`config.mk`:
```
export PLATFORM = sky130hd
export DESIGN_NAME = dq_quad_sequencer_flat
export DESIGN_NICKNAME = d
export VERILOG_FILES = /design/src/rtl/dq_quad_sequencer_if.sv /design/src/rtl/dq_quad_sequencer.sv /design/src/flat_wrapper.sv
export SDC_FILE = /design/constraint.sdc
export NUM_CORES = 1
export LEC_CHECK = 0
export ABC_AREA = 0
export CORE_AREA = 2 2 202 154
export CTS_CLUSTER_DIAMETER = 40
export DETAILED_ROUTE_END_ITERATION = 16
export DIE_AREA = 0 0 204 156
export GPL_TIMING_DRIVEN = 1
export PLACE_DENSITY = 0.78
export RECOVER_POWER = 50
export SLEW_MARGIN = 15
export SYNTH_ARGS = -nofsm -noshare
export SYNTH_HDL_FRONTEND = slang
export SYNTH_SLANG_ARGS = --single-unit
```
`constraint.sdc`:
```
create_clock -name clock_i -period 6.45 [get_ports clock_i]
set_input_delay 0.9675 -clock clock_i [delete_from_list [all_inputs] [get_ports clock_i]]
set_output_delay 0.9675 -clock clock_i [all_outputs]
set_load 0.01 [all_outputs]
```
`src/rtl/dq_quad_sequencer_if.sv`:
```
// dq_quad_sequencer_if: decoder-side and data-memory-side signals of the DQ
// quadword sequencer. The sequencer connects through the slave modport. The
// decoder/memory side (or a testbench) connects through the master modport.
// All vectors are big-endian ([0] is the most significant bit).
interface dq_quad_sequencer_if #(
  parameter int regWidth  = 5,
  parameter int immWidth  = 12,
  parameter int addrWidth = 64,
  parameter int dataWidth = 64
);
  // Decoder side
  logic                     enable_i;
  logic [0:1]               op_i;
  logic [0:regWidth-1]      reg1_i;
  logic [0:regWidth-1]      reg2_i;
  logic [0:immWidth-1]      imm_i;
  logic                     bit_i;
  logic [0:addrWidth-1]     baseVal_i;
  logic [0:2*dataWidth-1]   storeData_i;
  logic                     stall_o;

  // Data-memory side
  logic                     memValid_o;
  logic                     memReady_i;
  logic                     memWrite_o;
  logic [0:addrWidth-1]     memAddr_o;
  logic [0:dataWidth-1]     memData_o;
  logic                     memBeat_o;
  logic [0:regWidth]        memTag_o;
  logic                     done_o;
  logic                     alignFault_o;

  modport slave (
    input  enable_i, op_i, reg1_i, reg2_i, imm_i, bit_i, baseVal_i, storeData_i,
    input  memReady_i,
    output stall_o, memValid_o, memWrite_o, memAddr_o, memData_o, memBeat_o,
    output memTag_o, done_o, alignFault_o
  );

  modport master (
    output enable_i, op_i, reg1_i, reg2_i, imm_i, bit_i, baseVal_i, storeData_i,
    output memReady_i,
    input  stall_o, memValid_o, memWrite_o, memAddr_o, memData_o, memBeat_o,
    input  memTag_o, done_o, alignFault_o
  );
endinterface

```
`src/rtl/dq_quad_sequencer.sv`:
```
// dq_quad_sequencer: accepts one decoded DQ-form quadword operation (lq, lxv,
// stxv), forms EA = (RA|0) + EXTS(DQ||0b0000) and issues it to the data-memory
// port as two 64-bit beats (EA, then EA+8) under a valid/ready handshake.
// stall_o back-pressures the decoder while an operation is in flight.
// Optional feature: define DQ_ALIGN_CHECK_EN to fault, rather than issue, any
// EA that is not 16-byte aligned. When it is not defined, alignFault_o stays 0.
module dq_quad_sequencer #(
  parameter int regWidth  = 5,
  parameter int immWidth  = 12,
  parameter int addrWidth = 64,
  parameter int dataWidth = 64
) (
  input  logic               clock_i,
  input  logic               reset_i,
  dq_quad_sequencer_if.slave bus
);

  typedef enum logic [1:0] {
    IDLE  = 2'd0,
    BEAT0 = 2'd1,
    BEAT1 = 2'd2
  } state_e;

  localparam logic [1:0] OP_STXV = 2'd2;
  localparam logic [1:0] OP_RSVD = 2'd3;

  state_e               state_q, state_d;
  logic                 stall_q, stall_d;
  logic                 mem_valid_q, mem_valid_d;
  logic                 mem_write_q, mem_write_d;
  logic                 mem_beat_q, mem_beat_d;
  logic                 done_q, done_d;
  logic                 fault_q, fault_d;
  logic [0:addrWidth-1] mem_addr_q, mem_addr_d;
  logic [0:dataWidth-1] mem_data_q, mem_data_d;
  logic [0:dataWidth-1] data1_q, data1_d;   // second store beat, waiting for BEAT1
  logic [0:regWidth]    tag_q, tag_d;

  logic [0:addrWidth-1] base;
  logic [0:addrWidth-1] disp;
  logic [0:addrWidth-1] ea;
  logic                 misaligned;

  // Next-state, EA formation and output computation for the beat sequencer.
  always_comb begin
    // NOTE: every variable gets a default before any branch, so no path leaves one unassigned and no latch is inferred.
    state_d     = state_q;
    stall_d     = stall_q;
    mem_valid_d = mem_valid_q;
    mem_write_d = mem_write_q;
    mem_beat_d  = mem_beat_q;
    mem_addr_d  = mem_addr_q;
    mem_data_d  = mem_data_q;
    data1_d     = data1_q;
    tag_d       = tag_q;
    done_d      = 1'b0;
    fault_d     = 1'b0;

    // RA = 0 means a literal zero base. The displacement is DQ||0b0000
    // sign-extended. The 64-bit add wraps silently.
    base = (bus.reg2_i == '0) ? '0 : bus.baseVal_i;
    disp = {{(addrWidth-immWidth-4){bus.imm_i[0]}}, bus.imm_i, 4'b0000};
    ea   = base + disp;

`ifdef DQ_ALIGN_CHECK_EN
    misaligned = (ea[addrWidth-4:addrWidth-1] != 4'b0000);
`else
    misaligned = 1'b0;
`endif

    case (state_q)
      IDLE: begin
        if (bus.enable_i && (bus.op_i != OP_RSVD)) begin
          tag_d = {bus.bit_i, bus.reg1_i};
          if (misaligned) begin
            // A faulting access issues no beats and leaves the sequencer idle.
            fault_d = 1'b1;
          end else begin
            state_d     = BEAT0;
            stall_d     = 1'b1;
            mem_valid_d = 1'b1;
            mem_write_d = (bus.op_i == OP_STXV);
            mem_beat_d  = 1'b0;
            mem_addr_d  = ea;
            mem_data_d  = bus.storeData_i[0:dataWidth-1];
            data1_d     = bus.storeData_i[dataWidth:2*dataWidth-1];
          end
        end
      end
      BEAT0: begin
        if (bus.memReady_i) begin
          state_d    = BEAT1;
          mem_beat_d = 1'b1;
          mem_addr_d = mem_addr_q + addrWidth'(8);
          mem_data_d = data1_q;
        end
      end
      BEAT1: begin
        if (bus.memReady_i) begin
          // The tag stays on memTag_o so it qualifies the done pulse.
          state_d     = IDLE;
          stall_d     = 1'b0;
          mem_valid_d = 1'b0;
          mem_write_d = 1'b0;
          mem_beat_d  = 1'b0;
          mem_addr_d  = '0;
          mem_data_d  = '0;
          done_d      = 1'b1;
        end
      end
      default: begin
        state_d     = IDLE;
        stall_d     = 1'b0;
        mem_valid_d = 1'b0;
        mem_write_d = 1'b0;
        mem_beat_d  = 1'b0;
      end
    endcase
  end

  // State and registered outputs. Reset aborts any operation in flight.
  always_ff @(posedge clock_i or posedge reset_i) begin
    if (reset_i) begin
      // NOTE: the datapath registers are reset as well because they drive outputs that must read 0 out of reset.
      state_q     <= IDLE;
      stall_q     <= 1'b0;
      mem_valid_q <= 1'b0;
      mem_write_q <= 1'b0;
      mem_beat_q  <= 1'b0;
      done_q      <= 1'b0;
      fault_q     <= 1'b0;
      mem_addr_q  <= '0;
      mem_data_q  <= '0;
      data1_q     <= '0;
      tag_q       <= '0;
    end else begin
      // NOTE: non-blocking assignments make every flop sample its _d value from the same edge.
      state_q     <= state_d;
      stall_q     <= stall_d;
      mem_valid_q <= mem_valid_d;
      mem_write_q <= mem_write_d;
      mem_beat_q  <= mem_beat_d;
      done_q      <= done_d;
      fault_q     <= fault_d;
      mem_addr_q  <= mem_addr_d;
      mem_data_q  <= mem_data_d;
      data1_q     <= data1_d;
      tag_q       <= tag_d;
    end
  end

  assign bus.stall_o      = stall_q;
  assign bus.memValid_o   = mem_valid_q;
  assign bus.memWrite_o   = mem_write_q;
  assign bus.memBeat_o    = mem_beat_q;
  assign bus.memAddr_o    = mem_addr_q;
  assign bus.memData_o    = mem_data_q;
  assign bus.memTag_o     = tag_q;
  assign bus.done_o       = done_q;
  assign bus.alignFault_o = fault_q;

endmodule

```
`src/flat_wrapper.sv`:
```
// flat-port wrapper written by rule: the top's interface ports become plain ports
module dq_quad_sequencer_flat 
#(
  parameter int regWidth  = 5,
  parameter int immWidth  = 12,
  parameter int addrWidth = 64,
  parameter int dataWidth = 64
)
  (clock_i, reset_i, bus_enable_i, bus_op_i, bus_reg1_i, bus_reg2_i, bus_imm_i, bus_bit_i, bus_baseVal_i, bus_storeData_i, bus_memReady_i, bus_stall_o, bus_memValid_o, bus_memWrite_o, bus_memAddr_o, bus_memData_o, bus_memBeat_o, bus_memTag_o, bus_done_o, bus_alignFault_o);
  dq_quad_sequencer_if #(.regWidth(regWidth), .immWidth(immWidth), .addrWidth(addrWidth), .dataWidth(dataWidth)) bus_i ();
  input  logic clock_i;
  input  logic reset_i;
  input wire logic [$bits(bus_i.enable_i)-1:0] bus_enable_i;
  input wire logic [$bits(bus_i.op_i)-1:0] bus_op_i;
  input wire logic [$bits(bus_i.reg1_i)-1:0] bus_reg1_i;
  input wire logic [$bits(bus_i.reg2_i)-1:0] bus_reg2_i;
  input wire logic [$bits(bus_i.imm_i)-1:0] bus_imm_i;
  input wire logic [$bits(bus_i.bit_i)-1:0] bus_bit_i;
  input wire logic [$bits(bus_i.baseVal_i)-1:0] bus_baseVal_i;
  input wire logic [$bits(bus_i.storeData_i)-1:0] bus_storeData_i;
  input wire logic [$bits(bus_i.memReady_i)-1:0] bus_memReady_i;
  output wire logic [$bits(bus_i.stall_o)-1:0] bus_stall_o;
  output wire logic [$bits(bus_i.memValid_o)-1:0] bus_memValid_o;
  output wire logic [$bits(bus_i.memWrite_o)-1:0] bus_memWrite_o;
  output wire logic [$bits(bus_i.memAddr_o)-1:0] bus_memAddr_o;
  output wire logic [$bits(bus_i.memData_o)-1:0] bus_memData_o;
  output wire logic [$bits(bus_i.memBeat_o)-1:0] bus_memBeat_o;
  output wire logic [$bits(bus_i.memTag_o)-1:0] bus_memTag_o;
  output wire logic [$bits(bus_i.done_o)-1:0] bus_done_o;
  output wire logic [$bits(bus_i.alignFault_o)-1:0] bus_alignFault_o;
  assign bus_i.enable_i = bus_enable_i;
  assign bus_i.op_i = bus_op_i;
  assign bus_i.reg1_i = bus_reg1_i;
  assign bus_i.reg2_i = bus_reg2_i;
  assign bus_i.imm_i = bus_imm_i;
  assign bus_i.bit_i = bus_bit_i;
  assign bus_i.baseVal_i = bus_baseVal_i;
  assign bus_i.storeData_i = bus_storeData_i;
  assign bus_i.memReady_i = bus_memReady_i;
  assign bus_stall_o = bus_i.stall_o;
  assign bus_memValid_o = bus_i.memValid_o;
  assign bus_memWrite_o = bus_i.memWrite_o;
  assign bus_memAddr_o = bus_i.memAddr_o;
  assign bus_memData_o = bus_i.memData_o;
  assign bus_memBeat_o = bus_i.memBeat_o;
  assign bus_memTag_o = bus_i.memTag_o;
  assign bus_done_o = bus_i.done_o;
  assign bus_alignFault_o = bus_i.alignFault_o;
  dq_quad_sequencer #(.regWidth(regWidth), .immWidth(immWidth), .addrWidth(addrWidth), .dataWidth(dataWidth)) u_core (.clock_i(clock_i), .reset_i(reset_i), .bus(bus_i));
endmodule
```
# After elaboration in Yosys (flattened, before gate mapping)

Cells that the tools add are included.

Flip-flop bits (word level): 204
Latch bits: 0
RAM bits: 0
Bits in read-only memories: 0
Word-level logic and storage cells: 49
Memories kept: 0

$add $sub $neg: 2
Multiply operators: 0
Divide/modulo/power cells: 0
$lt $le $gt $ge: 0
Equality and inequality tests: 7
Shifts and indexed selects: 0
Multiplexer cells: 22
Bitwise logic cells: 1
Reduce and logical (&&, ||, !) cells: 8

Operator list:

| kind                    | count |
|---|---|
| $mux W64                | 6 |
| $pmux W64 S3            | 2 |
| $add A64 B4 Y64 const B | 1 |
| $add A64 B64 Y64        | 1 |
| $pmux W1 S3             | 3 |
| $mux W1                 | 7 |
| $mux W2                 | 3 |
| $ne A2 B2 Y1 const B    | 3 |
| $pmux W2 S3             | 1 |
| $reduce_and A3 Y1       | 2 |
| $logic_not A5 Y1        | 1 |
| $eq A2 B2 Y1 const B    | 2 |
| $reduce_and A4 Y1       | 1 |
| $reduce_bool A3 Y1      | 1 |
| $eq A2 B1 Y1 const B    | 1 |
| $logic_not A2 Y1        | 1 |
| $ne A2 B1 Y1 const B    | 1 |
| $reduce_and A2 Y1       | 1 |
| $logic_and A1 B1 Y1     | 1 |
| $not A1 Y1              | 1 |

# Depth between registers and ports, before layout

Depth in word-level cells: 5
Mapped depth: 17
Gate-level depth less buffers: 16

# Worst setup path before layout

Ideal clock, no wire load.

Path kind: input to register
From: input bus_reg2_i[1]
To: register u_core.mem_addr_q, in the netlist u_core.bus.memAddr_o[10]
Arrival time: 4.554 ns
Data required time: 6.319 ns
Path slack: 1.765 ns
Cell stages on the path: 15
Path buffers: 1
Path through: or4_1 > nor2_1 > clkbuf_1 > nor2b_1 > ha_1 > o211ai_1 > o21ai_1 > o21ai_0 > o221ai_1 > a31oi_1 > o31a_1 > o311ai_2 > a21o_1 > a2111oi_0 > or3_1

Word-level cells in the longest chain between the ends: 5

Ends and longest elaborated chain:

| what                 | RTL line                 | source |
|---|---|---|
| from (decl)          | flat_wrapper.sv:16       | `input wire logic [$bits(bus_i.reg2_i)-1:0] bus_reg2_i;` |
| $logic_not A5 Y1     | dq_quad_sequencer.sv:61  | `base = (bus.reg2_i == '0) ? '0 : bus.baseVal_i;` |
| $mux W64             | dq_quad_sequencer.sv:61  |  |
| $add A64 B64 Y64     | dq_quad_sequencer.sv:63  | `ea = base + disp;` |
| $mux W64             | dq_quad_sequencer.sv:73  | `if (bus.enable_i && (bus.op_i != OP_RSVD)) begin` |
| $pmux W64 S3         | dq_quad_sequencer.sv:71  | `case (state_q)` |
| to (signal assigned) | dq_quad_sequencer.sv:145 | `mem_addr_q <= mem_addr_d;` |
| to (decl)            | dq_quad_sequencer.sv:34  | `logic [0:addrWidth-1] mem_addr_q, mem_addr_d;` |

Every way passes these cells. The select of a mux whose other input is x is not followed.
A chain may end at the register's enable or synchronous reset.

# Worst setup path after layout

From: input bus_reg2_i[1]
To: register u_core.mem_addr_q, in the netlist u_core.bus.memAddr_o[7]

The elaborated chain is that of the path after synthesis.

==> impl.org <==
** Finish
- Leaving out fill and tap cells, the most frequent cells in the layout are sky130_fd_sc_hd__clkdlybuf4s50_1, sky130_fd_sc_hd__nor2_1, sky130_fd_sc_hd__dfrtp_1, sky130_fd_sc_hd__nand2_1, sky130_fd_sc_hd__o21ai_0.
- In the final layout, the share of cells above drive strength 1 is 0.08876.
- Compared with the post-synthesis result, the final layout area differs by 36.96%.
- Final Net Count :: 2121
- Counting the fill cells in the layout gives 2577.
- Most frequent standard cell in the layout excluding fill and tap cells :: sky130_fd_sc_hd__clkdlybuf4s50_1
- End-of-flow core utilization :: 0.6095

** Worst setup path
- STA classifies the critical path endpoint as a flop.
- STA puts the critical path data required time at 6910 ps.
- Data arrives at the worst endpoint at 6020 ps.
- Worst Setup Path Type :: in -> reg
- The worst setup path is launched from an input port.
- Of all nets on the critical path, the largest fanout is 21.

** Floorplanning
- Ports :: 361
- DIE AREA :: 31820 um^2
- Die Wd :: 204 um
- The region available for standard cell placement spans 29870 um^2.
- Starting Density :: 0.4450
- Cell Rows :: 55
- Measured along the y axis, the die boundary spans 156 um.

** Clock network
- Buffers inserted during clock tree synthesis total 31.
- Total number of clock tree sinks :: 203
- The clock passes through at most 3 buffers.
- Number of hold buffers added after CTS :: 0
- Buffers inserted during post-CTS setup optimization :: 0
- TritonCTS built the clock tree.
- H-tree levels :: 1
- Post-cts sizing count :: 0
- For the worst-skew pair, the clock arrives at the later sink with an insertion delay of 550 ps.
- Clock edge transition at the registers on the reported setup and hold paths :: 60 ps
- CTS placed an instance of sky130_fd_sc_hd__clkbuf_16 at the clock tree root.

** Global routing
- Total global routing overflow :: 0
- The via count of the first global-routing pass came to 12.57k.
- Largest net degree at the start of global routing :: 162
- First-pass GRT wire length :: 71.18 mm
- Number of antenna violations at the first check in global routing :: 4
- In the global route stage, overall resource usage came out at 0.2818.

** Power
- Dividing total power by cell area gives a power density of 437.1 nW/um^2.
- IR Drop Worst-Case VDD :: 0.3061 mV
- Standby leakage power :: 7.627 nW

** STA
- After routing, the total negative slack on setup checks comes to 0 ps.
- Max Fclk :: 0.1799 GHz
- In the finished design, the share of the clock period the worst path needs comes to 0.8620.
- Unrepaired setup endpoints after global routing :: no
- For the pin with the worst max-slew slack, the measured transition is 4056 ps.
- Setup-violating endpoint count in the final report :: 0
- For the finished layout, the period the worst path requires is 5560 ps.
- Post-layout worst setup margin :: 890.1 ps
- Total count of hold-check failures in the final report :: 0
- In this run the tightest slew margin relative to its limit is -1.704.
- Worst Clk Skew :: 10.63 ps
- The number of pins with negative max-slew slack in the final report was 277.
- Tightest hold margin :: 494.3 ps

** Synthesis
- Number of library cell types mapped by synthesis :: 78
- EDFF count, synth :: 0
- Post-Syn Nets :: 1800
- Yosys printed 0 warnings.
- Each instance of the synthesized netlist takes up on average 8.778 um^2.
- Compound-Gate Fraction of Synth Area :: 0.2160
- Fraction of synthesized area in multiplexers :: 0.06308
- Of the total synthesized cell area, the portion taken by full adders, half adders and majority gates is 0.06176.
- FFs w/ async S/R, synth :: 1.000
- Fraction of the yosys area taken by sequential cells :: 0.3822
- The most used flip-flop cell after synthesis is sky130_fd_sc_hd__dfrtp_1.
- After synthesis, the largest family of logic cells by area is compound AO/OA/AOI/OAI gates.
- Fraction of synthesized cell area in xor and xnor cells :: 0.03559
- Post-synthesis share of cell area spent on and, or, nand and nor gates :: 0.2040
- The mapped netlist covers 13290 um^2.
- Count of state elements after synthesis :: 203
- Gate Count Post-Synth :: 1514

** Run status
- The flow ran to the end, but the final reports show violations.
- The final reports fail on capacitance limit, slew limit.

** Job
- Max-cap violations in this run came to 3.

** Routing
- Using the TritonRoute via totals, the vias-per-cell ratio works out to 5.946.
- Total length of routed wires :: 46.33 mm
- Remaining number of nets flagged by the antenna check after routing :: 0
- After the first detailed-routing iteration, the DRC count stood at 1335.
- Vias :: 13.44k
- Number of iterations in the first detailed-routing pass :: 6
- Post-DR wirelength/cell :: 20.50 um
- In the routed design, unresolved DRC markers number 0.

** Place
- The congestion estimate from routability-driven global placement came to 0.9663.
- The count of buffers added on input and output ports is 359.
- Pre-CTS setup slack :: 504.9 ps
- Detailed placement ended at an HPWL of 33.60 mm.

** Hold path
- The tightest min-delay check is of the reg -> reg type.
==> Yosys cell counts (all sizes together) (20+ instances only) <==
library cell    n  area share
a21o           26       0.015
a21oi          96       0.036
a221oi         66       0.043
a31oi          20      0.0094
and3           25       0.012
clkbuf         76       0.024
dfrtp         203        0.38
ha             64       0.060
inv            33      0.0093
mux2           70       0.059
nand2         118       0.033
nand3          40       0.015
nand4          20      0.0094
nor2          220       0.062
nor2b          64       0.030
nor3           25      0.0094
o211ai         22       0.012
o21ai         119       0.045
xnor2          34       0.022
xor2           20       0.013
==> metal layers <==
layer,track usage,share of wire
met2,0.4208,0.44
met4,0.09489,0.034
met1,0.4124,0.44
met3,0.04783,0.085
met5,0,0.00052
==> logic make-up (layout without fill, tap and decap cells) <==
| logic type | count (synthesis) | count (layout) |
|---|---|---|
| buf+inv | 119 | 464 |
| mux | 75 | 75 |
| compound gates | 433 | 433 |
| xor+xnor | 54 | 54 |
| simple gates | 564 | 564 |
| fa+ha+maj | 65 | 65 |
| other cells | 1 | 3 |
| flops | 203 | 203 |
==> layout make-up <==
class / instances / area (um^2) / area share
diodes: 2 / 5.005 / 0.0002750
clock buffers: 34 / 797.0 / 0.04379
well taps: 399 / 499.2 / 0.02743
multi-input cells: 1192 / 7751 / 0.4258
flip-flops and latches: 203 / 5080 / 0.2791
inverters: 33 / 125.1 / 0.006874
clock inverters: 23 / 247.7 / 0.01361
repair buffers: 374 / 3697 / 0.2031
==> critical path, cell delays in order <==
cell and delay (ps):
sky130_fd_sc_hd__clkdlybuf4s50_1 390, sky130_fd_sc_hd__or4_1 640, sky130_fd_sc_hd__nor2_4 410, sky130_fd_sc_hd__buf_4 350
sky130_fd_sc_hd__nor2b_1 90, sky130_fd_sc_hd__ha_1 400, sky130_fd_sc_hd__nand2_1 150, sky130_fd_sc_hd__nor3_1 340
sky130_fd_sc_hd__and2_1 240, sky130_fd_sc_hd__o211ai_1 100, sky130_fd_sc_hd__o21ai_0 440, sky130_fd_sc_hd__a31oi_1 290
sky130_fd_sc_hd__o41ai_2 640, sky130_fd_sc_hd__a41oi_1 240, sky130_fd_sc_hd__xor2_1 190, sky130_fd_sc_hd__o21ai_0 160
==> flip-flops by register name (all words and copies together), names as in the netlist <==
signal and count:
u_core.state_q 2, u_core.data1_q 64, u_core.bus.memAddr_o 64, u_core.bus.memTag_o 6
u_core.bus.memWrite_o 1, u_core.bus.done_o 1, u_core.bus.memData_o 64, u_core.bus.stall_o 1
==> worst paths after layout <==
kind / startpoint / to / slack [ps] / cells past startpoint
max in group asynchronous: reset_i / u_core.data1_q[12] / 2000 / 3
worst min register to register: u_core.bus.memAddr_o[61] / u_core.bus.memAddr_o[61] / 490 / 2
worst max-delay path: bus_reg2_i[1] / u_core.bus.memAddr_o[7] / 890 / 16
min in group asynchronous: reset_i / u_core.data1_q[62] / 1340 / 2
worst min-delay path: u_core.bus.memAddr_o[61] / u_core.bus.memAddr_o[61] / 490 / 2
worst max register to register: u_core.state_q[1] / u_core.data1_q[34] / 1960 / 5
==> where the power goes <==
part           leakage [nW]  internal, mW  switching [mW]
Combinational          4.68          1.72            2.09
Sequential             2.45          1.92           0.551
Clock                 0.498         0.970           0.706
==> per-stage QoR <==
| step | cells | power, mW | cell area (um^2) |
|---|---|---|---|
| 3_5_place_dp | 2201 | 6.345 | 17170 |
| 5_1_grt | 2260 | 8.454 | 18200 |
| 6_report | 2260 | 7.956 | 18200 |
| 3_3_place_gp | 2201 | 6.222 | 17170 |
| 4_1_cts | 2258 | 8.044 | 18220 |
| 2_1_floorplan | 1514 | 4.583 | 13290 |
Note: power is estimated with default switching activity, not from simulation.
